[src/rtl/ro_sampler_pkg.sv]
// Shared FSM encoding and counter-width helper for the ring-oscillator sampler.
package ro_sampler_pkg;

    typedef enum logic [1:0] {
        ST_IDLE   = 2'd0,
        ST_WARMUP = 2'd1,
        ST_RUN    = 2'd2
    } state_t;

    // Bits needed for a counter that runs 0..n-1 (never less than one bit).
    function automatic int cnt_w(input int n);
        return (n <= 2) ? 1 : $clog2(n);
    endfunction

endpackage

[src/rtl/ro_sampler_if.sv]
// Control, oscillator and output-word signals of the ring-oscillator sampler.
interface ro_sampler_if #(
    parameter int WIDTH = 8
);
    logic             en;
    logic [1:0]       fb_sel;
    logic             ro_in;
    logic             ro_enable;
    logic [1:0]       ro_fb_idx;
    logic [WIDTH-1:0] data;
    logic             valid;
    logic             ready;
    logic             health_fail;
    logic             overrun;
    logic             clr_status;

    modport master (
        output en, fb_sel, ro_in, ready, clr_status,
        input  ro_enable, ro_fb_idx, data, valid, health_fail, overrun
    );

    modport slave (
        input  en, fb_sel, ro_in, ready, clr_status,
        output ro_enable, ro_fb_idx, data, valid, health_fail, overrun
    );
endinterface

[src/rtl/ro_sampler_sync_2ff.sv]
// Two-flop synchroniser for a single asynchronous bit.
// Latency: 2 clk. Backpressure: none.
// Reset clears both stages so the first synchronised value after reset is 0.
module ro_sampler_sync_2ff (
    input  logic i_clk,
    input  logic i_rst_n,
    input  logic i_d,
    output logic o_q
);
    logic r_meta;
    logic r_q;

    always_ff @(posedge i_clk) begin
        if (!i_rst_n) begin
            r_meta <= 1'b0;
            r_q    <= 1'b0;
        end else begin
            r_meta <= i_d;
            r_q    <= r_meta;
        end
    end

    assign o_q = r_q;
endmodule

[src/rtl/ro_sampler.sv]
// Ring-oscillator consumer: warm-up, divided sampling, repetition-count test, optional von Neumann, word packing.
// Latency: ro_in seen by the sampler 2 clk later; a finished word is offered 1 clk after its last bit.
// Backpressure: data held while valid&&!ready; a word finishing then is dropped and sets sticky overrun.
module ro_sampler
    import ro_sampler_pkg::*;
#(
    parameter int WIDTH         = 8,
    parameter int SAMPLE_DIV    = 16,
    parameter int WARMUP_CYCLES = 64,
    parameter int RCT_LIMIT     = 32,
    parameter int VN_EN         = 1
) (
    input  logic        i_clk,
    input  logic        i_rst_n,
    ro_sampler_if.slave io_bus
);
    localparam int DIV_W  = cnt_w(SAMPLE_DIV);
    localparam int WARM_W = cnt_w(WARMUP_CYCLES);
    localparam int BCNT_W = cnt_w(WIDTH);
    localparam int RCT_W  = $clog2(RCT_LIMIT + 1);

    localparam logic [DIV_W-1:0]  DIV_LAST  = DIV_W'(SAMPLE_DIV - 1);
    localparam logic [WARM_W-1:0] WARM_LAST = WARM_W'(WARMUP_CYCLES - 1);
    localparam logic [BCNT_W-1:0] BCNT_LAST = BCNT_W'(WIDTH - 1);
    localparam logic [RCT_W-1:0]  RCT_MAX   = RCT_W'(RCT_LIMIT);

    state_t             r_state, w_next_state;
    logic [WARM_W-1:0]  r_warm;
    logic [DIV_W-1:0]   r_div;
    logic [RCT_W-1:0]   r_rct, w_rct_next;
    logic               r_prev;
    logic               r_vn_have, r_vn_first;
    logic [WIDTH-2:0]   r_shift;
    logic [BCNT_W-1:0]  r_bcnt;
    logic [WIDTH-1:0]   r_data, w_word;
    logic               r_valid, r_health_fail, r_overrun, r_ro_enable;
    logic [1:0]         r_fb_idx;
    logic               w_ro_s, w_strobe, w_same, w_trip, w_feed;
    logic               w_bit_vld, w_bit, w_done, w_accept;

    ro_sampler_sync_2ff u_sync (
        .i_clk   (i_clk),
        .i_rst_n (i_rst_n),
        .i_d     (io_bus.ro_in),
        .o_q     (w_ro_s)
    );

    always_comb begin
        w_next_state = r_state;
        case (r_state)
            ST_IDLE:   if (io_bus.en) w_next_state = ST_WARMUP;
            ST_WARMUP: begin
                if (!io_bus.en)               w_next_state = ST_IDLE;
                else if (r_warm == WARM_LAST) w_next_state = ST_RUN;
            end
            ST_RUN:    if (!io_bus.en) w_next_state = ST_IDLE;
            default:   w_next_state = ST_IDLE;
        endcase
    end

    // The sample that trips the health test is rejected along with everything after it.
    always_comb begin
        w_strobe   = (r_state == ST_RUN) && io_bus.en && (r_div == DIV_LAST);
        w_same     = (r_rct != '0) && (w_ro_s == r_prev);
        w_rct_next = RCT_W'(1);
        if (w_same) w_rct_next = (r_rct == RCT_MAX) ? r_rct : r_rct + 1'b1;
        w_trip     = w_strobe && (w_rct_next == RCT_MAX);
        w_feed     = w_strobe && !r_health_fail && !w_trip;
        w_bit_vld  = w_feed;
        w_bit      = w_ro_s;
        if (VN_EN != 0) begin
            w_bit_vld = w_feed && r_vn_have && (r_vn_first != w_ro_s);
            w_bit     = r_vn_first;
        end
        w_word   = {r_shift, w_bit};
        w_done   = w_bit_vld && (r_bcnt == BCNT_LAST);
        w_accept = !r_valid || io_bus.ready;
    end

    always_ff @(posedge i_clk) begin
        if (!i_rst_n) begin
            r_state       <= ST_IDLE;
            r_warm        <= '0;
            r_div         <= '0;
            r_rct         <= '0;
            r_prev        <= 1'b0;
            r_vn_have     <= 1'b0;
            r_vn_first    <= 1'b0;
            r_shift       <= '0;
            r_bcnt        <= '0;
            r_data        <= '0;
            r_valid       <= 1'b0;
            r_health_fail <= 1'b0;
            r_overrun     <= 1'b0;
            r_ro_enable   <= 1'b0;
            r_fb_idx      <= 2'b00;
        end else begin
            r_state     <= w_next_state;
            r_ro_enable <= (w_next_state != ST_IDLE);
            r_fb_idx    <= io_bus.fb_sel;
            r_warm      <= (r_state == ST_WARMUP && w_next_state == ST_WARMUP) ? r_warm + 1'b1 : '0;
            if (r_state == ST_RUN && w_next_state == ST_RUN)
                r_div <= (r_div == DIV_LAST) ? '0 : r_div + 1'b1;
            else
                r_div <= '0;

            if (w_strobe) begin
                r_prev <= w_ro_s;
                r_rct  <= w_rct_next;
            end else if (io_bus.clr_status) begin
                r_rct  <= '0;
            end
            if (w_trip)                 r_health_fail <= 1'b1;
            else if (io_bus.clr_status) r_health_fail <= 1'b0;

            // Leaving the run state forgets any half-built word and unpaired sample.
            if (!io_bus.en) begin
                r_bcnt    <= '0;
                r_shift   <= '0;
                r_vn_have <= 1'b0;
            end else begin
                if (w_feed) begin
                    r_vn_have <= !r_vn_have;
                    if (!r_vn_have) r_vn_first <= w_ro_s;
                end
                if (w_bit_vld) begin
                    if (w_done) begin
                        r_bcnt <= '0;
                    end else begin
                        r_bcnt  <= r_bcnt + 1'b1;
                        r_shift <= w_word[WIDTH-2:0];
                    end
                end
            end

            if (w_done && w_accept) begin
                r_data  <= w_word;
                r_valid <= 1'b1;
            end else if (r_valid && io_bus.ready) begin
                r_valid <= 1'b0;
            end
            if (w_done && !w_accept)    r_overrun <= 1'b1;
            else if (io_bus.clr_status) r_overrun <= 1'b0;
        end
    end

    assign io_bus.ro_enable   = r_ro_enable;
    assign io_bus.ro_fb_idx   = r_fb_idx;
    assign io_bus.data        = r_data;
    assign io_bus.valid       = r_valid;
    assign io_bus.health_fail = r_health_fail;
    assign io_bus.overrun     = r_overrun;
endmodule

[src/flat_wrapper.sv]
// flat-port wrapper written by rule: the top's interface ports become plain ports
module ro_sampler_flat import ro_sampler_pkg::*;
#(
    parameter int WIDTH         = 8,
    parameter int SAMPLE_DIV    = 16,
    parameter int WARMUP_CYCLES = 64,
    parameter int RCT_LIMIT     = 32,
    parameter int VN_EN         = 1
)
  (i_clk, i_rst_n, io_bus_en, io_bus_fb_sel, io_bus_ro_in, io_bus_ready, io_bus_clr_status, io_bus_ro_enable, io_bus_ro_fb_idx, io_bus_data, io_bus_valid, io_bus_health_fail, io_bus_overrun);
  ro_sampler_if #(.WIDTH(WIDTH)) io_bus_i ();
  input  logic i_clk;
  input  logic i_rst_n;
  input wire logic [$bits(io_bus_i.en)-1:0] io_bus_en;
  input wire logic [$bits(io_bus_i.fb_sel)-1:0] io_bus_fb_sel;
  input wire logic [$bits(io_bus_i.ro_in)-1:0] io_bus_ro_in;
  input wire logic [$bits(io_bus_i.ready)-1:0] io_bus_ready;
  input wire logic [$bits(io_bus_i.clr_status)-1:0] io_bus_clr_status;
  output wire logic [$bits(io_bus_i.ro_enable)-1:0] io_bus_ro_enable;
  output wire logic [$bits(io_bus_i.ro_fb_idx)-1:0] io_bus_ro_fb_idx;
  output wire logic [$bits(io_bus_i.data)-1:0] io_bus_data;
  output wire logic [$bits(io_bus_i.valid)-1:0] io_bus_valid;
  output wire logic [$bits(io_bus_i.health_fail)-1:0] io_bus_health_fail;
  output wire logic [$bits(io_bus_i.overrun)-1:0] io_bus_overrun;
  assign io_bus_i.en = io_bus_en;
  assign io_bus_i.fb_sel = io_bus_fb_sel;
  assign io_bus_i.ro_in = io_bus_ro_in;
  assign io_bus_i.ready = io_bus_ready;
  assign io_bus_i.clr_status = io_bus_clr_status;
  assign io_bus_ro_enable = io_bus_i.ro_enable;
  assign io_bus_ro_fb_idx = io_bus_i.ro_fb_idx;
  assign io_bus_data = io_bus_i.data;
  assign io_bus_valid = io_bus_i.valid;
  assign io_bus_health_fail = io_bus_i.health_fail;
  assign io_bus_overrun = io_bus_i.overrun;
  ro_sampler #(.WIDTH(WIDTH), .SAMPLE_DIV(SAMPLE_DIV), .WARMUP_CYCLES(WARMUP_CYCLES), .RCT_LIMIT(RCT_LIMIT), .VN_EN(VN_EN)) u_core (.i_clk(i_clk), .i_rst_n(i_rst_n), .io_bus(io_bus_i));
endmodule
[config.mk]
export PLATFORM = sky130hd
export DESIGN_NAME = ro_sampler_flat
export DESIGN_NICKNAME = d
export VERILOG_FILES = /design/src/rtl/ro_sampler_pkg.sv /design/src/rtl/ro_sampler_if.sv /design/src/rtl/ro_sampler_sync_2ff.sv /design/src/rtl/ro_sampler.sv /design/src/flat_wrapper.sv
export SDC_FILE = /design/constraint.sdc
export NUM_CORES = 1
export LEC_CHECK = 0
export CAP_MARGIN = 20
export CORE_UTILIZATION = 45
export DETAILED_ROUTE_END_ITERATION = 10
export PLACE_DENSITY = 0.66
export SYNTH_ARGS = -nofsm -noshare
export SYNTH_HDL_FRONTEND = slang
export SYNTH_SLANG_ARGS = --single-unit
[constraint.sdc]
create_clock -name i_clk -period 5.2 [get_ports i_clk]
set_input_delay 1.04 -clock i_clk [delete_from_list [all_inputs] [get_ports i_clk]]
set_output_delay 1.04 -clock i_clk [all_outputs]
set_load 0.005 [all_outputs]
==> flow_metrics.env <==
export IMPL_startpoint_type="input port"
export IMPL_routedLengthMet1_um=1910
export IMPL_dieWidth_um=70.0
export IMPL_area_delta_synth_final_pct=16.4
export IMPL_top_layer="met4"
export IMPL_netlist_area_mm2=0.00208
export IMPL_worst_pin_slew_ns=0.730
export IMPL_drv_cap=0
export IMPL_ys_flop_type="dfxtp_1"
export IMPL_gp_congestion=0.762
export IMPL_slew_headroom=0.513
export IMPL_synth_cell_types=42
export IMPL_route_vias_total=1534
export IMPL_stdcell_area_mm2=0.00242
export IMPL_drive_above_1_share=0.0571
export IMPL_hold_viol_final=0
export IMPL_route_detailed_wl_per_inst_um=12.3
export IMPL_setup_ws_ns=2.30
export IMPL_worst_hold_path_num_cells=1
export IMPL_yosysSeqAreaShare=0.453
export IMPL_grt_pass1_wl_um=6710
export IMPL_num_antenna_cells=0
export IMPL_min_from="u_core.u_sync.r_meta$_SDFF_PN0_"
export IMPL_hp_class="reg -> reg"
export IMPL_io_pins=22
export IMPL_synthCells=221
export IMPL_seq_area_um2=941
export IMPL_via_per_inst=5.16
export IMPL_fmax_ghz=0.344
export IMPL_path_class="in -> reg"
export IMPL_r2r_slack_ns=2.48
export IMPL_htreeDepth=2
export IMPL_leakage_nw=0.828
export IMPL_antenna_found_initial=0
export IMPL_power_w=0.000591
export IMPL_wl_met3_um=101
export IMPL_setup_viol=0
export IMPL_num_rows=24
export IMPL_min_period_ns=2.90
export IMPL_min_to="u_core.u_sync.o_q$_SDFF_PN0_"
export IMPL_drv_slew=0
export IMPL_start_util=0.474
export IMPL_fin_skew_ns=0.00654
export IMPL_core_area_mm2=0.00438
export IMPL_wl_um=3650
export IMPL_clock_sinks=47
export IMPL_required_ns=5.43
export IMPL_clk_latency_ns=0.29
export IMPL_cts_buffers=5
export IMPL_synth_edf_count=0
export IMPL_grt_pass1_vias=1485
export IMPL_status="completed"
export IMPL_finalNetCount=258
export IMPL_postCtsHoldBufs=0
export IMPL_dieArea_mm2=0.00489
export IMPL_grt_setup_unrepaired="no"
export IMPL_dr_pass1_iters=4
export IMPL_regToRegEndpoint="u_core.r_shift[5]$_SDFFE_PN0P_"
export IMPL_rr_worst_depth=7
export IMPL_r2r_start="u_core.r_rct[0]$_SDFFE_PN0P_"
export IMPL_ys_warn_count=0
export IMPL_num_fill_cells=415
export IMPL_dp_final_hpwl_um=2580
export IMPL_cts_resized=0
export IMPL_syn_num_nets=235
export IMPL_cts_setup_buffers=0
export IMPL_clk_pin_slew_ns=0.08
export IMPL_overflow=0
export IMPL_p_per_area_mw_per_mm2=244
export IMPL_multi_input_area_mm2=0.00109
export IMPL_tns_ns=0
export IMPL_ir_worst_vdd_mv=0.144
export IMPL_synth_avg_cell_area_um2=9.40
export IMPL_met2WireLength_um=1600
export IMPL_detail_route_antenna_nets=0
export IMPL_ys_ff_latch=47
export IMPL_grt_usage=0.169
export IMPL_finalCritPeriodShare=0.559
export IMPL_pre_cts_slack_ns=1.96
export IMPL_worstSetupEndpointType="flip-flop"
export IMPL_critPathArrivalTime_ns=3.13
export IMPL_root_buffer="clkbuf_8"
export IMPL_clockBufferDepth=2
export IMPL_cts_tree="yes"
export IMPL_drt_iter0_drc=55
export IMPL_async_flop_share=0
export IMPL_cp_max_fo=8
export IMPL_die_y_um=70.0
export IMPL_drc_errors=0
export IMPL_grt_start_max_net_pins=35
export IMPL_port_buffers=21
export IMPL_dpl_cell_area_mm2=0.00234
[logic make-up (layout without fill, tap and decap cells)]
| kind of cell | count (synthesis) | after routing | share of synthesized area |
|---|---|---|---|
| mux | 20 | 20 | 0.0963 |
| simple gates | 99 | 99 | 0.235 |
| xor+xnor | 9 | 9 | 0.0379 |
| flops | 47 | 47 | 0.453 |
| compound gates | 29 | 29 | 0.121 |
| fa+ha+maj | 6 | 6 | 0.0361 |
| buf+inv | 11 | 35 | 0.0205 |
[worst max-delay path: stages]
cell and delay [ns]:
clkdlybuf4s50_1 0.48, and3b_1 0.26, nand4_1 0.22, or4b_1 0.57, a21oi_4 0.34, mux2i_1 0.22
[how the worst max path moves through the flow]
stage	start	endpoint
2_1_floorplan	io_bus_en	u_core.io_bus.data[0]$_SDFFE_PN0P_
3_3_place_gp	io_bus_en	u_core.io_bus.data[3]$_SDFFE_PN0P_
3_5_place_dp	io_bus_en	u_core.io_bus.data[1]$_SDFFE_PN0P_
4_1_cts	io_bus_en	u_core.io_bus.data[3]$_SDFFE_PN0P_
5_1_grt	io_bus_en	u_core.io_bus.data[0]$_SDFFE_PN0P_
6_report	io_bus_en	u_core.io_bus.data[7]$_SDFFE_PN0P_
[synthesized netlist by cell type (all sizes together), types with 2 or more instances]
master / instances / area, um^2
nand4: 2 / 12.5
dfxtp: 47 / 941
nor2: 18 / 67.6
a21boi: 4 / 30.0
inv: 5 / 18.8
mux2i: 20 / 200
clkbuf: 5 / 18.8
and2: 7 / 43.8
nand3: 7 / 35.0
nor2b: 8 / 50.1
ha: 6 / 75.1
or3: 2 / 12.5
and3: 3 / 18.8
a21oi: 8 / 66.3
xor2: 6 / 52.6
a2111oi: 2 / 36.3
nand3b: 3 / 22.5
a211oi: 4 / 40.0
xnor2: 3 / 26.3
nand2: 40 / 150
o21ai: 5 / 25.0
[cell usage in the layout, fill, tap and decap left out, types with 2 or more instances in the layout]
cell type	netlist	layout
a211oi_1	2	2
a211oi_2	2	2
a21boi_0	4	4
a21oi_1	5	5
a21oi_4	2	2
and2_1	7	7
and3_1	3	3
clkbuf_1	5	2
clkbuf_8	0	5
clkdlybuf4s50_1	0	21
dfxtp_1	47	47
ha_1	6	6
inv_1	5	5
mux2i_1	20	20
nand2_1	40	40
nand3_1	7	7
nand3b_1	3	3
nand4_1	2	2
nor2_1	18	18
nor2b_1	8	8
o21ai_0	4	4
or3_1	2	2
xnor2_1	3	3
xor2_1	6	6
[layer usage]
metal	vias up	global-route usage
met5	-	0
met1	711	0.232
met2	13	0.255
met3	4	0.0491
met4	0	0.0533
li1	806	-
[state kept, by name, summed over array words and instances (netlist names), 2 cells and up]
register                 flops
u_core.io_bus.ro_fb_idx      2
u_core.r_rct                 6
u_core.r_state               2
u_core.r_shift               7
u_core.r_div                 4
u_core.r_bcnt                3
u_core.r_warm                6
u_core.io_bus.data           8
[metrics by stage]
step,cells,utilization,hold WS (ns)
2_1_floorplan,221,-,0.412
3_5_place_dp,289,0.533,0.430
6_report,297,0.552,0.447
3_3_place_gp,289,0.533,0.426
4_1_cts,297,0.552,0.450
5_1_grt,297,0.552,0.467
[area by class of cell]
| class | instances | area share |
|---|---|---|
| clock buffers | 7 | 0.0316 |
| clock inverters | 1 | 0.00207 |
| inverters | 5 | 0.00776 |
| multi-input cells | 163 | 0.453 |
| flip-flops and latches | 47 | 0.389 |
| well taps | 52 | 0.0269 |
| repair buffers | 22 | 0.0900 |
[power by group]
part / internal [W] / leakage [nW] / total [W] / switching [W]
Sequential: 0.000362 / 0.380 / 0.000364 / 0.00000175
Combinational: 0.00000994 / 0.406 / 0.0000196 / 0.00000969
Clock: 0.0000944 / 0.0422 / 0.000207 / 0.000113
Note: power is estimated with default switching activity, not from simulation.
